--- src/rtl/mem_stage_sram_ctrl.sv ---
// MEM-stage data-memory controller: splits each 32-bit access into two
// fixed-wait-state 16-bit SRAM transactions and stalls the pipeline meanwhile.
module mem_stage_sram_ctrl #(
  parameter int unsigned WAIT_CYCLES = 5,
  parameter int unsigned ADDR_BASE   = 1024
) (
  input  logic        clk,
  input  logic        rst,
  input  logic        MEM_R_EN,
  input  logic        MEM_W_EN,
  input  logic [31:0] ALU_Res,
  input  logic [31:0] Val_Rm,
  output logic [31:0] read_data,
  output logic        ready,
  output logic        freeze,
  output logic        busy,
  output logic [17:0] sram_addr,
  output logic [15:0] sram_wdata,
  input  logic [15:0] sram_rdata,
  output logic        sram_we_n
);

  localparam int unsigned   CW   = $clog2(WAIT_CYCLES) + 1;
  localparam logic [CW-1:0] LAST = CW'(WAIT_CYCLES - 1);
  localparam logic [31:0]   BASE = 32'(ADDR_BASE);

  typedef enum logic [1:0] {S_IDLE, S_LO, S_HI, S_DONE} state_e;

  state_e        state_q, state_d;
  logic [CW-1:0] cnt_q, cnt_d;
  logic [10:0]   widx_q, widx_d;
  logic [31:0]   wdata_q, wdata_d;
  logic [31:0]   rdata_q, rdata_d;
  logic          wr_q, wr_d;
  logic          req;
  logic [10:0]   widx_in;

  assign req     = MEM_R_EN | MEM_W_EN;
  // Only the low 11 bits of the rebased address select a word.
  assign widx_in = (ALU_Res >= BASE) ? 11'(ALU_Res - BASE) : '0;

  always_ff @(posedge clk or posedge rst) begin
    if (rst) begin
      state_q <= S_IDLE;
      cnt_q   <= '0;
      widx_q  <= '0;
      wdata_q <= '0;
      rdata_q <= '0;
      wr_q    <= 1'b0;
    end else begin
      state_q <= state_d;
      cnt_q   <= cnt_d;
      widx_q  <= widx_d;
      wdata_q <= wdata_d;
      rdata_q <= rdata_d;
      wr_q    <= wr_d;
    end
  end

  always_comb begin
    state_d = state_q;
    cnt_d   = cnt_q;
    widx_d  = widx_q;
    wdata_d = wdata_q;
    rdata_d = rdata_q;
    wr_d    = wr_q;
    case (state_q)
      S_IDLE: begin
        if (req) begin
          widx_d  = widx_in;
          wdata_d = Val_Rm;
          wr_d    = MEM_W_EN;
          cnt_d   = '0;
          state_d = S_LO;
        end
      end
      S_LO: begin
        if (cnt_q == LAST) begin
          if (!wr_q) rdata_d[15:0] = sram_rdata;
          cnt_d   = '0;
          state_d = S_HI;
        end else begin
          cnt_d = cnt_q + 1'b1;
        end
      end
      S_HI: begin
        if (cnt_q == LAST) begin
          if (!wr_q) rdata_d[31:16] = sram_rdata;
          cnt_d   = '0;
          state_d = S_DONE;
        end else begin
          cnt_d = cnt_q + 1'b1;
        end
      end
      S_DONE:  state_d = S_IDLE;
      default: state_d = S_IDLE;
    endcase
  end

  always_comb begin
    sram_addr  = '0;
    sram_wdata = '0;
    sram_we_n  = 1'b1;
    case (state_q)
      S_LO: begin
        sram_addr  = {6'b0, widx_q, 1'b0};
        sram_wdata = wdata_q[15:0];
        sram_we_n  = ~wr_q;
      end
      S_HI: begin
        sram_addr  = {6'b0, widx_q, 1'b1};
        sram_wdata = wdata_q[31:16];
        sram_we_n  = ~wr_q;
      end
      default: ;
    endcase
  end

  assign ready     = (state_q == S_DONE);
  assign busy      = (state_q != S_IDLE);
  assign freeze    = req & ~ready;
  assign read_data = rdata_q;

endmodule

--- config.mk ---
export PLATFORM = sky130hd
export DESIGN_NAME = mem_stage_sram_ctrl
export DESIGN_NICKNAME = d
export VERILOG_FILES = /design/src/rtl/mem_stage_sram_ctrl.sv
export SDC_FILE = /design/constraint.sdc
export NUM_CORES = 1
export LEC_CHECK = 0
export ABC_AREA = 1
export BUFFER_PORTS_ARGS = -buffer_cell sky130_fd_sc_hd__buf_2
export CAP_MARGIN = 30
export CORE_UTILIZATION = 40
export CTS_CLUSTER_DIAMETER = 80
export CTS_CLUSTER_SIZE = 28
export DETAILED_ROUTE_END_ITERATION = 10
export HOLD_SLACK_MARGIN = 0.15
export PLACE_DENSITY_LB_ADDON = 0.25
export SETUP_SLACK_MARGIN = 0.1
export SLEW_MARGIN = 20
export SYNTH_ARGS = -nofsm -noshare
export SYNTH_HDL_FRONTEND = slang
export SYNTH_SLANG_ARGS = --single-unit
--- constraint.sdc ---
create_clock -name clk -period 2.69 [get_ports clk]
set_clock_uncertainty 0.05 [all_clocks]
set_input_delay 0.538 -clock clk [delete_from_list [all_inputs] [get_ports clk]]
set_output_delay 0.538 -clock clk [all_outputs]
set_load 0.05 [all_outputs]
# --- Yosys cells after proc, flatten, opt, wreduce, memory -nomap -nowiden ---
# Index checks and enable logic that the tools add are counted.
word_totals:
  reg_bits: 82
  in_bits: 84
  output_inout_bits: 70
classes:
  n_addsub: 2
  n_lt_le_gt_ge: 1
  n_eq_ne: 7
  n_mux: 11
  n_bitwise: 4
  reduce_logical: 9
op_table:
  columns: ["cell", "count"]
  rows:
  - ["$ge 32x11->1 const B", 1]
  - ["$pmux 16 s2", 1]
  - ["$pmux 12 s2", 1]
  - ["$mux 11", 1]
  - ["$sub 11x11->11 const B", 1]
  - ["$reduce_and 3->1", 3]
  - ["$mux 4", 2]
  - ["$pmux 2 s4", 1]
  - ["$pmux 4 s2", 1]
  - ["$mux 2", 3]
  - ["$ne 2x2->1 const B", 3]
  - ["$add 4x1->4 const B", 1]
  - ["$eq 2x2->1 const B", 2]
  - ["$eq 4x3->1 const B", 1]
  - ["$reduce_and 2->1", 2]
  - ["$reduce_bool 2->1", 2]
  - ["$eq 2x1->1 const B", 1]
  - ["$logic_not 2->1", 1]
  - ["$not 1->1", 2]
  - ["$reduce_or 2->1", 1]
  - ["$and 1x1->1", 1]
  - ["$mux 1", 1]
  - ["$or 1x1->1", 1]

# --- Logic depth before layout (Yosys ltp) ---
logic_depth:
  word_depth: 4
  depth_mapped: 8
  ltp_nobuf: 7

# --- Least setup slack after synthesis ---
# OpenSTA, ideal clock, no wires.
synth_timing:
  path_kind: "register to output"
  startpoint: "register state_q[0]"
  endpoint: "output port sram_wdata[2]"
  t_arrival_ns: 2.294
  required_ns: 2.102
  slack_ns: -0.192
  stages_incl_launch_ff: 7
  path_cell_list: "dfrtp_1 inv_1 ha_1 buf_2 buf_2 nand2_1 a21oi_1"
synth_between:
  elab_chain_cells: 2
  elab_cells_between_ends: 3
  cone_classes: "2 x eq/ne; 1 x mux"
synth_lines:
  columns: ["item", "line", "rtl"]
  rows:
  - ["start: declaration", "29", "state_e state_q, state_d;"]
  - ["start signal: assignment", "51", "state_q <= state_d;"]
  - ["$eq 2x2->1 / $eq 2x1->1 (equally long branches)", "104", "case (state_q)"]
  - ["$pmux 16 s2 *", "104", null]
  - ["end: declaration", "18", "output logic [15:0] sram_wdata,"]
# Every way passes the cells marked *; elsewhere a longest branch is shown, timed or not.

# --- Final worst setup path ---
layout_timing:
  startpoint: "register state_q[0]"
  endpoint: "output port sram_wdata[13]"
# Same word-level chain as after synthesis.

==> results_dict.tcl <==
set metrics [dict create \
    r2r-end "wr_q" \
    reg2reg_depth 6 \
    htree_num_levels 3 \
    die_h_um 101 \
    cp-end-kind "output port" \
    io_pins 154 \
    hold_viol 0 \
    cp.arrival_ns 1.91 \
    drt-initial-drc-count 126 \
    design_area_um2 5100 \
    ff_latch_area_um2 2050 \
    numPortBuffers 147 \
    fin_crit_ns 2.50 \
    fill_cells 911 \
    num_antenna_cells 0 \
    hp-class "in2async" \
    ir_drop_v 0.000656 \
    track_usage 0.189 \
    wirelength_um 9080 \
    path_clk_slew_ns 0.09 \
    rows 35 \
    grt_pass1_vias 3316 \
    totalPowerFinal_w 0.00728 \
    cp.depth 6 \
    grtUsageMet3 0.0277 \
    status "finished, final reports clean" \
    ys_seq_area_frac 0.527 \
    grt_max_degree 58 \
    via_per_inst 4.45 \
    cts.sinks 82 \
    rsz0062_at_grt "yes" \
    cts-root-buf "clkbuf_8" \
    grt_util_met1 0.241 \
    synth_seq_cells 82 \
    clk-insertion-delay-late_ns 0.33 \
    hold_slack_ns 0.202 \
    max-slew-margin-rel 0.557 \
    ys_types 23 \
    hpwlAfterDp_um 6540 \
    drt_first_pass_iters 4 \
    crit_type "reg2out" \
    multiInputGateArea_um2 1630 \
    critPathLaunchType "flip-flop" \
    syn_area_um2 3890 \
    path_cells "inv_1, ha_2, clkinv_1, buf_4, a21oi_4, clkbuf_4" \
    vias 3366 \
    final_max_slew_viol_count 0 \
    syn_area_per_cell_um2 8.17 \
    max_freq_ghz 0.400 \
    max_stage_delay_ns 0.40 \
    cp_top_family "buffers and inverters" \
    area_growth_pct 31.1 \
    grt_pass1_wl_um 15000 \
    antenna_found_initial 0 \
    period_share 0.930 \
    busiest_layer "met2" \
    core_um2 9330 \
    drt.antenna.violating_nets 0 \
    yosys_warnings 0 \
    startpoint "state_q[0]" \
    endpoint "sram_wdata[13]" \
    crit_buf_inv 4 \
    cts_buffer_depth 2 \
    drc_errors 0 \
    layout-drive-gt1-share 0.349 \
    initial_utilization 0.418 \
    dpl_cell_area_um2 4840 \
    dieArea_um2 10100 \
    worst_slew_pin_slew_ns 0.662 \
    reg2reg_from "state_q[0]" \
    postCtsHoldBufs 0 \
    leakage_nw 2.78 \
    grt.met2_usage 0.321 \
    drv_cap 0 \
    die_x_um 101 \
    p_per_area_nw_per_um2 1430 \
    reg2reg_slack_ns 0.76 \
    syn-instance-count 477 \
    crit_slowest_cell "dfrtp_1" \
    wl_per_cell_um 12.0 \
    crit_fanout 12 \
    nets 714 \
    setup_viol 0 \
    cts_tree "built" \
    required_ns 2.10 \
    numCtsBuffers 9 \
    gp_congestion 0.782 \
    overflow 0 \
]
-- cells in the mapped netlist, drive strengths merged --
cell type | n | area [um^2]
a21oi | 16 | 80.1
buf | 28 | 198
clkinv | 1 | 3.75
conb | 1 | 3.75
dfrtp | 82 | 2050
ha | 6 | 75.1
inv | 48 | 180
mux2i | 1 | 10.0
nand2 | 204 | 766
nand3 | 7 | 65.1
nor2 | 38 | 143
o21ai | 40 | 283
o22ai | 2 | 12.5
or2 | 1 | 6.26
xnor2 | 1 | 8.76
xor2 | 1 | 8.76
-- cell usage in the layout, fill, tap and decap left out, drive strengths merged, types with 2 or more instances in the layout --
cell type	instances
buf	151
o22ai	2
clkbuf	18
clkinvlp	3
nand3	7
ha	6
nor2	38
a21oi	16
inv	47
o21ai	40
dfrtp	82
nand2	204
clkinv	2
bufinv	2
conb	6
-- layer usage --
layer,share of wire,vias to the layer above
met5,0,-
met2,0.49,103
met1,0.45,1530
li1,-,1723
met3,0.045,10
met4,0.017,0
-- metrics by stage --
stage	setup slack, ns	utilization	setup TNS [ns]	instances
final	0.189	0.547	0	757
after global routing	0.0858	0.547	0	757
after CTS	0.109	0.542	0	755
after detailed placement	0.459	0.519	0	740
after global placement	0.468	0.519	0	740
after floorplan	-0.112	-	-1.12	482
-- kinds of logic after synthesis --
kind of cell	Yosys count	share of synthesized area
DFF	82	0.527
muxes	1	0.00257
other	1	0.000963
and+or+nand+nor	250	0.252
xor gates and xnor gates	2	0.00450
adders and majority gates	6	0.0193
buffers and inverters	77	0.0980
AOI/OAI and AO/OA	58	0.0964
-- area by class of cell --
class,instances,share of cell area
well taps,129,0.0316
clock buffers,10,0.0250
multi-input cells,323,0.318
flip-flops and latches,82,0.402
repair buffers,159,0.171
clock inverters,5,0.0157
inverters,49,0.0368
-- worst min-delay path by stage --
stage / slack [ns] / start / depth (start not counted) / end
6_report: 0.20 / rst / 2 / read_data[13]
5_1_grt: 0.23 / rst / 2 / read_data[13]
4_1_cts: 0.22 / rst / 2 / read_data[13]
3_5_place_dp: 0.41 / read_data[21] / 2 / read_data[21]
3_3_place_gp: 0.41 / read_data[29] / 2 / read_data[29]
2_1_floorplan: 0.40 / wdata_q[0] / 2 / wdata_q[0]
-- registers in the layout, summed over array words and instances (netlist names) --
signal / count
read_data: 32
wdata_q: 32
cnt_q: 4
state_q: 2
widx_q: 11
wr_q: 1
-- repair_timing --
action	CTS	global route
setup buffers	0	2
hold endpoints to repair	0	0
endpoints found under the setup margin	11	19
gates cloned	0	0
resized for setup	1	20
-- power breakdown --
| part | internal [W] | total, W | switching [W] |
|---|---|---|---|
| clock | 0.000517 | 0.000953 | 0.000436 |
| sequential | 0.00183 | 0.00215 | 0.000321 |
| combinational | 0.00113 | 0.00418 | 0.00305 |
| total | 0.00347 | 0.00728 | 0.00381 |
Power figures use the tool's default switching activity.
